`config.mk`:
```
export PLATFORM = sky130hd
export DESIGN_NAME = tt_sel_seq
export DESIGN_NICKNAME = d
export VERILOG_FILES = /design/src/rtl/tt_sel_seq.sv
export SDC_FILE = /design/constraint.sdc
export NUM_CORES = 1
export LEC_CHECK = 0
export BUFFER_PORTS_ARGS = -buffer_cell sky130_fd_sc_hd__buf_2
export CAP_MARGIN = 20
export CORE_MARGIN = 2
export CORE_UTILIZATION = 56
export DETAILED_ROUTE_END_ITERATION = 7
export PLACE_DENSITY = 0.89
export SETUP_SLACK_MARGIN = 0.05
export SYNTH_ARGS = -nofsm -noshare
export SYNTH_HDL_FRONTEND = slang
export SYNTH_SLANG_ARGS = --single-unit
```
`constraint.sdc`:
```
create_clock -name clk -period 2.5 [get_ports clk]
set_input_delay 0.5 -clock clk [delete_from_list [all_inputs] [get_ports clk]]
set_output_delay 0.5 -clock clk [all_outputs]
set_load 0.02 [all_outputs]
```
`src/rtl/tt_sel_seq.sv`:
```
// Design-select pin sequencer: resets the chip's selector, pulses inc addr times, then applies ena.
// A request for the already-selected address only updates ena.
module tt_sel_seq #(
  parameter int unsigned ADDR_W    = 10,
  parameter int unsigned PULSE_CYC = 4
) (
  input  logic              clk,
  input  logic              rst,
  input  logic              req_valid,
  output logic              req_ready,
  input  logic [ADDR_W-1:0] req_addr,
  input  logic              req_ena,
  input  logic              abort,
  output logic              busy,
  output logic              done,
  output logic              cur_valid,
  output logic [ADDR_W-1:0] cur_addr,
  output logic              ctrl_sel_rst_n,
  output logic              ctrl_sel_inc,
  output logic              ctrl_ena
);

  localparam int unsigned CNT_W = (PULSE_CYC > 1) ? $clog2(PULSE_CYC) : 1;
  localparam logic [CNT_W-1:0] CNT_LOAD = CNT_W'(PULSE_CYC - 1);

  typedef enum logic [2:0] {
    S_IDLE, S_DIS, S_RST, S_REL, S_INC_HI, S_INC_LO, S_ENA
  } state_t;

  state_t            state, state_nx;
  logic [CNT_W-1:0]  cnt, cnt_nx;
  logic [ADDR_W-1:0] pcnt, pcnt_nx;
  logic [ADDR_W-1:0] addr_q, addr_nx;
  logic              ena_q, ena_nx;
  logic              phase_end;

  logic              ready_nx, busy_nx, done_nx, cur_valid_nx;
  logic [ADDR_W-1:0] cur_addr_nx;
  logic              sel_rst_n_nx, sel_inc_nx, ctrl_ena_nx;

  assign phase_end = (cnt == '0);

  always_comb begin
    state_nx     = state;
    cnt_nx       = cnt - 1'b1;
    pcnt_nx      = pcnt;
    addr_nx      = addr_q;
    ena_nx       = ena_q;
    done_nx      = 1'b0;
    cur_valid_nx = cur_valid;
    cur_addr_nx  = cur_addr;
    sel_rst_n_nx = ctrl_sel_rst_n;
    ctrl_ena_nx  = ctrl_ena;

    case (state)
      S_IDLE: begin
        if (req_valid) begin
          addr_nx  = req_addr;
          ena_nx   = req_ena;
          pcnt_nx  = req_addr;
          cnt_nx   = CNT_LOAD;
          state_nx = (cur_valid && (req_addr == cur_addr)) ? S_ENA : S_DIS;
        end
      end
      S_DIS: if (phase_end) begin state_nx = S_RST; cnt_nx = CNT_LOAD; end
      S_RST: if (phase_end) begin state_nx = S_REL; cnt_nx = CNT_LOAD; end
      S_REL: begin
        if (phase_end) begin
          state_nx = (pcnt == '0) ? S_ENA : S_INC_HI;
          cnt_nx   = CNT_LOAD;
        end
      end
      S_INC_HI: begin
        if (phase_end) begin
          state_nx = S_INC_LO;
          cnt_nx   = CNT_LOAD;
          pcnt_nx  = pcnt - 1'b1;
        end
      end
      S_INC_LO: begin
        if (phase_end) begin
          state_nx = (pcnt == '0) ? S_ENA : S_INC_HI;
          cnt_nx   = CNT_LOAD;
        end
      end
      S_ENA:   state_nx = S_IDLE;
      default: state_nx = S_IDLE;
    endcase

    if (abort && (state != S_IDLE) && (state != S_ENA))
      state_nx = S_IDLE;

    // Pin levels are decoded from the upcoming state so every output is a plain register.
    case (state_nx)
      S_DIS: begin
        ctrl_ena_nx  = 1'b0;
        cur_valid_nx = 1'b0;
      end
      S_RST: sel_rst_n_nx = 1'b0;
      S_REL: sel_rst_n_nx = 1'b1;
      S_ENA: begin
        ctrl_ena_nx  = ena_nx;
        cur_addr_nx  = addr_nx;
        cur_valid_nx = 1'b1;
        done_nx      = 1'b1;
      end
      S_IDLE: begin
        if ((state != S_IDLE) && (state != S_ENA)) begin
          ctrl_ena_nx  = 1'b0;
          sel_rst_n_nx = 1'b0;
          cur_valid_nx = 1'b0;
        end
      end
      default: ;
    endcase

    sel_inc_nx = (state_nx == S_INC_HI);
    busy_nx    = (state_nx != S_IDLE);
    ready_nx   = (state_nx == S_IDLE);
  end

  always_ff @(posedge clk) begin
    if (rst) begin
      state          <= S_IDLE;
      cnt            <= '0;
      pcnt           <= '0;
      addr_q         <= '0;
      ena_q          <= 1'b0;
      req_ready      <= 1'b1;
      busy           <= 1'b0;
      done           <= 1'b0;
      cur_valid      <= 1'b0;
      cur_addr       <= '0;
      ctrl_sel_rst_n <= 1'b0;
      ctrl_sel_inc   <= 1'b0;
      ctrl_ena       <= 1'b0;
    end else begin
      state          <= state_nx;
      cnt            <= cnt_nx;
      pcnt           <= pcnt_nx;
      addr_q         <= addr_nx;
      ena_q          <= ena_nx;
      req_ready      <= ready_nx;
      busy           <= busy_nx;
      done           <= done_nx;
      cur_valid      <= cur_valid_nx;
      cur_addr       <= cur_addr_nx;
      ctrl_sel_rst_n <= sel_rst_n_nx;
      ctrl_sel_inc   <= sel_inc_nx;
      ctrl_ena       <= ctrl_ena_nx;
    end
  end

endmodule

```
==> Yosys cells after proc, flatten, opt, wreduce, memory -nomap -nowiden <==
Cells that the tools add are included.
{ "totals": {"ff_bits": 43, "output_inout_bits": 17, "wordCells": 72, "input_bits": 15} }
{ "op_classes": {"n_eq_ne": 15, "reduce_logical": 18, "mux": 24, "n_addsub": 2} }
{ "op_table": {"columns": ["operator", "count"], "rows": [
  ["two-way mux 10 bit", 4],
  ["two-way mux 3 bit", 7],
  ["one-hot mux 10 bit (2 select lines)", 1],
  ["one-hot mux 3 bit (5 select lines)", 1],
  ["equality test 3 x 2 -> 1 bit (second input constant)", 4],
  ["equality test 3 bit (second input constant)", 4],
  ["nonzero test 3 bit", 4],
  ["equality test 10 bit", 1],
  ["zero test 10 bit", 1],
  ["subtractor 10 x 1 -> 10 bit (second input constant)", 1],
  ["one-hot mux 1 bit (3 select lines)", 3],
  ["equality test 3 x 1 -> 1 bit (second input constant)", 2],
  ["zero test 3 bit", 2],
  ["two-way mux 2 bit", 3],
  ["OR reduction 5 bit", 1],
  ["logical AND 1 bit", 4],
  ["two-way mux 1 bit", 4],
  ["inequality test 2 bit (second input constant)", 2],
  ["one-hot mux 2 bit (2 select lines)", 1],
  ["AND reduction 2 bit", 2],
  ["inequality test 3 bit (second input constant)", 1],
  ["AND reduction 3 bit", 1],
  ["zero test 2 bit", 1],
  ["inequality test 2 x 1 -> 1 bit (second input constant)", 1],
  ["other kinds (3)", 3]
]} }

==> Longest topological paths before layout <==
Gate-level depths: netlist of the first run.
{ "logic_depth": {"ltp_word": 9, "depth_mapped": 9, "mapped_depth_nobuf": 7} }

==> Worst setup path before layout of the first run <==
OpenSTA, ideal clock, no wires.
{ "synth_timing": {"path_kind": "input-to-reg", "start": "in req_valid", "end": "reg cur_addr[0]", "setup_ps": 123, "path_buffers": 2, "t_arrival_ps": 1931, "slack_ps": 445, "path_stages": 6, "required_time_ps": 2377, "path_cell_list": "or4b_4 buf_6 nor4_4 a21oi_2 buf_6 mux2_1"} }
{ "synth_via": {"elab_chain_cells": 4, "word_cells_on_any_way": 6} }
{ "synth_rtl": {"columns": ["element", "line", "rtl"], "rows": [
  ["start, declared", "9", "input logic req_valid,"],
  ["two-way mux 3 bit", "57", "if (req_valid) begin"],
  ["one-hot mux 3 bit (5 select lines)", "55", "case (state)"],
  ["two-way mux 3 bit", "90", "if (abort && (state != S_IDLE) && (state != S_ENA))"],
  ["equality test 3 bit", "94", "case (state_nx)"],
  ["end signal, assigned", "147", "cur_addr <= cur_addr_nx;"],
  ["end, declared", "17", "output logic [ADDR_W-1:0] cur_addr,"]
]} }
Several ways; a longest one is shown, not always the timed one.
A chain may end at the register's enable or synchronous reset.

==> Worst setup path after layout of the first run <==
{ "layout_timing": {"start": "reg cnt[0]", "end": "reg cur_addr[3]"} }
{ "layout_via": {"elab_chain_cells": 5, "word_cells_on_any_way": 8} }
{ "layout_rtl": {"columns": ["element", "line", "rtl"], "rows": [
  ["start, declared", "31", "logic [CNT_W-1:0] cnt, cnt_nx;"],
  ["start signal, assigned", "139", "cnt <= cnt_nx;"],
  ["zero test 2 bit *", "41", "assign phase_end = (cnt == '0);"],
  ["two-way mux 3 bit, on equally long branches", null, null],
  ["one-hot mux 3 bit (5 select lines) *", "55", null],
  ["two-way mux 3 bit *", "90", null],
  ["equality test 3 bit *", "94", null]
]} }
Mark *: on every way between the ends. The rest lies on a longest branch, timed or not.

==> run metrics, run 1 <==
status=completed; post-CTS setup repair buffer count=0; CTS sink cnt=43; Worst Max-Slew Pin Slew=700 ps; antenna violations before repair=0; clock tree root buffer cell=clkbuf_8; CP Data Arrival Time=2390 ps; Avg Cell Area, Syn=8.36 um^2; post-route ant nets=0; R2R Setup Slk=300 ps; final hold vios=0; detailed placement HPWL=3680 um; std cell rows=22; TritonCTS clock tree=built; Final nets=308; Syn Std Cell Area=2190 um^2; switching power total=425 uW; fin. max-slew vios=0; Post-CTS Resized=0; Max Cap Violations=0; f_max=455 MHz; FF-to-FF path depth=6; Leak Pwr=0.00107 uW; post-synth top area cell=dfxtp_1; Die H=66.5 um; min-delay src=addr_q[1]$_SDFF_PP0_; Hold Path Stages=2; sw frac=25.7%; drt pass-1 iters=4; Synth cell types=47; minimum clock period=2200 ps; vias per cell=5.80; Max Buffers Root-to-Sink=2; TritonCTS Buffers=5; Starting Density=59.0%; Ant. Diodes=0; clock latency on the worst-skew pair=300 ps; IO Pins=32; Hold-fix buffers, CTS=0; clk slew on worst S/H paths=80 ps; area grow syn2layout=14.3%; Slew headroom=53.4%; cell count after synthesis=262; DIE AREA=4430 um^2; routed wire length=5040 um; Async SR Flop Fraction=0%; CTS H-Tree Depth=2; largest cells by area after synthesis=dfxtp_1 (39%), a21oi_1 (6.4%), nand2_1 (4.8%), xnor2_1 (4.8%), mux2_1 (4.6%); min-delay worst type=reg -> reg; Finish-stage setup viols=0; drt wl/cell=14.9 um; CP Data Required Time=2690 ps; Clk pwr share=38.4%; CP Max Fanout=12; die width=66.5 um; total power=1650 uW; First DRT Iteration DRCs=145; port bufs=31; Yosys top cell area share=39.3%; worst reg2reg startpoint=cnt[0]$_SDFF_PP0_; first-pass GRT wire length=8540 um; Crit. End Element=register; Seq/Total Area, Yosys=39.3%; PwrDens=660 nW/um^2; Reg power frac=45.4%; Synth Net Count=280; share of cells above drive strength 1=19.6%; Worst Clk Skew=8.30 ps; DRC=0; number of global-route vias before repair=1911; Hold Crit Endpoint=addr_q[1]$_SDFF_PP0_; crit path from=cnt[0]$_SDFF_PP0_; # fillers=322; RSZ-0062 raised after global routing=false; combinational power share=16.2%; Core Util, Final=67.4%; peak supply drop=0.431 mV; commonest cells after routing, fill and taps aside=dfxtp_1 (43), buf_2 (31), nand2_1 (28), a21oi_1 (28), nor2_1 (21); via count=1965; GRT overflow=0; TNS Setup=0 ps; commonest non-fill, non-tap cell in the layout=dfxtp_1; largest net degree at the start of global routing=29; core area=3720 um^2; Cell Int Power=1230 uW; EDFF count, synth=0; Yosys reg bits=43; kind of critical path=reg -> reg; reg2reg end=cur_addr[3]$_SDFFE_PP0P_; period utilisation layout=88.0%; Top FF cell, synth=dfxtp_1; Synthesis Warnings=0; GP Congestion=0.971; total track usage=25.7%; CP Launch Type=register
-- synth_stat cells, types with 3 or more instances --
| master | n |
|---|---|
| xnor2_1 | 12 |
| ha_1 | 3 |
| buf_6 | 3 |
| nor3b_1 | 3 |
| nor2b_1 | 10 |
| a21oi_1 | 28 |
| nor3_1 | 9 |
| nor2_1 | 21 |
| o21ai_0 | 14 |
| clkbuf_1 | 14 |
| a22o_1 | 3 |
| a22oi_1 | 4 |
| nand2_1 | 28 |
| nor4_1 | 3 |
| or3_1 | 3 |
| inv_1 | 9 |
| mux2_1 | 9 |
| dfxtp_1 | 43 |
| or2_2 | 5 |
| nand3_1 | 3 |
-- power by group through the flow --
stage / combinational, uW / sequential, uW / clock [uW]
2_1_floorplan: 193 / 761 / 0
5_1_grt: 301 / 756 / 672
3_3_place_gp: 256 / 763 / 0
4_1_cts: 266 / 749 / 647
6_report: 268 / 750 / 634
3_5_place_dp: 265 / 765 / 0
-- worst max-delay path: stages, from the launching register on --
cell and delay (ps):
dfxtp_1 340, inv_1 50, ha_1 280, and2_1 240, nor3b_1 180, a21oi_2 590, mux2_2 410
-- metal layers --
metal  track usage [%]  part of all wire, %  up-vias
li1                  -                    -      973
met1              31.7                   43      909
met2              41.4                   48       69
met3              6.08                  5.8       14
met4              13.8                  3.0        0
met5                 0                    0        -
-- kinds of logic (layout without fill, tap and decap cells) --
logic type / after synthesis / count (layout) / share of synthesized area (%)
xor gates and xnor gates: 12 / 12 / 4.80
and+or+nand+nor: 99 / 99 / 23.8
muxes: 12 / 12 / 6.11
AOI/OAI and AO/OA: 67 / 67 / 18.8
adders and majority gates: 3 / 3 / 1.71
buffers and inverters: 26 / 55 / 5.48
DFF: 43 / 43 / 39.3
-- through the flow --
step	hold slack [ps]	setup slack [ps]	instance area, um^2	std cells
floorplan	422	445	2190	262
global placement	435	369	2370	331
detailed placement	448	294	2370	331
CTS	459	284	2500	339
global route	479	155	2500	339
finish	460	301	2500	339
-- final cells by class --
type	count	area, um^2	share of cell area, %
Clock buffer	6	72.6	2.90
Clock inverter	2	60.1	2.40
Inverter	9	33.8	1.35
Multi-Input combinational cell	193	1210	48.3
Sequential cell	43	861	34.4
Tap cell	48	60.1	2.40
Timing Repair Buffer	38	208	8.29
-- worst max path at each step --
| stage | end | slack [ps] | depth (start not counted) |
|---|---|---|---|
| floorplan | cur_addr[0]$_SDFFE_PP0P_ | 450 | 6 |
| global placement | cur_addr[6]$_SDFFE_PP0P_ | 370 | 5 |
| detailed placement | cur_addr[3]$_SDFFE_PP0P_ | 290 | 6 |
| CTS | cur_addr[3]$_SDFFE_PP0P_ | 280 | 6 |
| global route | cur_addr[3]$_SDFFE_PP0P_ | 160 | 6 |
| finish | cur_addr[3]$_SDFFE_PP0P_ | 300 | 6 |
-- sequential cells by signal, summed over array words and instances (netlist names), 2 cells and up --
name	count
state	3
cur_addr	10
cnt	2
addr_q	10
pcnt	10
Note: power is estimated with default switching activity, not from simulation.
==> run 2: changes to the inputs <==
CORE_UTILIZATION = 50   (was 56)
PLACE_DENSITY = 0.82   (was 0.89)
==> run 2 against run 1 <==
Worst setup slack worse by 3.6 ps. Clock power is 30% lower. Fmax is 0.16% lower. Register-to-register slack hardly changed. Non-clock buffer count stayed put. Clock-buffer cell count is 1 lower. Critical endpoint is now cur_addr[0]$_SDFFE_PP0P_. Highest routed layer unchanged.
==> run metrics, run 2 (synthesized netlist as in run 1, its figures left out) <==
status=completed; Clk pwr share=30.5% (-7.9 points); final hold vios=0 (unchanged); Slew headroom=53.5% (+0.15 points); Die H=70.2 um (+5.5%); worst setup margin=297 ps (-3.57 ps); Leak Pwr=0.00105 uW (-2.3%); post-CTS setup repair buffer count=0 (unchanged); Final nets=308 (unchanged); PwrDens=589 nW/um^2 (-11%); Crit. End Element=register; minimum clock period=2200 ps (+3.57 ps); dpl ws=196 ps (-97.6 ps); DRC=0 (unchanged); R2R Setup Slk=300 ps (about the same); min-delay worst type=reg -> reg; number of global-route vias before repair=1790 (-6.3%); clk slew on worst S/H paths=80 ps (about the same); TNS Setup=0 ps (unchanged); TritonCTS Buffers=5 (unchanged); antenna violations before repair=0 (unchanged); commonest non-fill, non-tap cell in the layout=dfxtp_1; via count=1925 (-2.0%); Starting Density=51.0% (-7.9 points); drt wl/cell=13.9 um (-6.5%); TritonCTS clock tree=built; post-route ant nets=0 (unchanged); switching power total=432 uW (+1.7%); CP Data Arrival Time=2390 ps (about the same); largest net degree at the start of global routing=26 (-10%); slowest cell on the critical path=or4b_4; drt pass-1 iters=4 (unchanged); Hold Crit Endpoint=cnt[0]$_SDFF_PP0_; First DRT Iteration DRCs=152 (+4.8%); CTS sink cnt=43 (unchanged); GP Congestion=0.876 (-9.8%); reg2reg end=cur_addr[0]$_SDFFE_PP0P_; Cell Int Power=1020 uW (-17%); FF-to-FF path depth=4 (-2); total track usage=21.3% (-4.5 points); GRT overflow=0 (unchanged); Hold Path Stages=1 (-1); RSZ-0062 raised after global routing=false; commonest cells after routing, fill and taps aside=dfxtp_1 (43), buf_2 (31), nand2_1 (28), a21oi_1 (28), nor2_1 (21); sw frac=29.7% (+4.0 points); Max Cap Violations=0 (unchanged); clock tree root buffer cell=clkbuf_8; CP peak stage delay=680 ps (+90 ps); kind of critical path=reg -> reg; peak supply drop=0.421 mV (-2.2%); die width=70.2 um (+5.5%); CP Max Fanout=15 (+3); share of cells above drive strength 1=19.9% (+0.34 points); Finish-stage setup viols=0 (unchanged); period utilisation layout=88.1% (+0.14 points); worst reg2reg startpoint=state[0]$_SDFF_PP0_; area grow syn2layout=12.6%; clock latency on the worst-skew pair=300 ps (about the same); Reg power frac=51.6% (+6.2 points); CTS H-Tree Depth=2 (unchanged); routed wire length=4770 um (-5.4%); CP Launch Type=register; first-pass GRT wire length=8270 um (-3.1%); IO Pins=32 (unchanged); Worst Max-Slew Pin Slew=697 ps (-2.30 ps); Post-CTS Resized=0 (unchanged); Final Non-Filler Cells=343 (+1.2%); Placed Cells=335 (+1.2%); Max Buffers Root-to-Sink=2 (unchanged); core area=4290 um^2 (+16%); cell area after placement=2380 um^2 (+0.21%); vias per cell=5.61 (-3.2%); Final Cell Area=2470 um^2 (-1.5%); f_max=454 MHz (-0.16%); Hold-fix buffers, CTS=0 (unchanged); Regs by FF count=addr_q (10), cur_addr (10), pcnt (10); fin. max-slew vios=0 (unchanged); detailed placement HPWL=3520 um (-4.3%); Ant. Diodes=0 (unchanged); Worst Clk Skew=4.81 ps (-3.49 ps); CP Data Required Time=2690 ps (about the same); min-delay src=cnt[0]$_SDFF_PP0_; combinational power share=17.9% (+1.7 points); port bufs=31 (unchanged); DIE AREA=4930 um^2 (+11%); std cell rows=24 (+9.1%); crit-path cells=or4b_4 -> nor4_4 -> a21oi_2 -> mux2_1
==> run 2: changes by cell type in the layout (fill, tap and decap cells not counted), sizes merged <==
cell / previous run / this run
bufinv: 2 / 0
clkinvlp: 0 / 2
clkbuf: 6 / 5
clkinv: 0 / 1
==> run 2: metrics by stage <==
stage / power [uW] / utilization (%) / hold WS, ps
after floorplan: 954 / - / 422
after CTS: 1470 / 57.4 / 454
after detailed placement: 1020 / 55.4 / 441
after global placement: 1020 / 55.4 / 437
final: 1450 / 57.4 / 451
after global routing: 1530 / 57.4 / 464
==> run 2: critical path: cells and delay by family, from the launching register on <==
kind	cells	cell delay, ps
and+or+nand+nor	2	1080
muxes	1	370
AOI/OAI and AO/OA	1	200
DFF	1	430
==> run 2: how the worst max path moves through the flow <==
stage / from / to / slack, ps / cells past startpoint
after floorplan: req_valid / cur_addr[0]$_SDFFE_PP0P_ / 450 / 6
after global placement: req_valid / cur_addr[5]$_SDFFE_PP0P_ / 270 / 5
after detailed placement: req_valid / cur_addr[8]$_SDFFE_PP0P_ / 200 / 5
after CTS: state[0]$_SDFF_PP0_ / cur_addr[8]$_SDFFE_PP0P_ / 280 / 4
after global routing: state[0]$_SDFF_PP0_ / cur_addr[0]$_SDFFE_PP0P_ / 160 / 4
final: state[0]$_SDFF_PP0_ / cur_addr[0]$_SDFFE_PP0P_ / 300 / 4
==> run 2: power by group through the flow <==
stage               logic, uW  clock network [uW]  registers [uW]
floorplan                 193                   0             761
global placement          253                   0             763
detailed placement        258                   0             765
CTS                       260                 461             749
global route              296                 484             754
finish                    261                 444             749
==> run 2: routing by layer <==
metal	up-vias	global-route usage, %	part of all wire (%)
met3	10	4.91	4.9
met2	51	34.5	47
met5	-	0	0
met4	0	9.19	2.1
li1	977	-	-
met1	887	27.1	46
==> run 2: final cells by class <==
type	instances	area, um^2
repair buffers	38	208
clock buffers	5	68.8
fillers	386	1830
clock inverters	3	20.0
well taps	52	65.1
multi-input cells	193	1210
flip-flops and latches	43	861
inverters	9	33.8
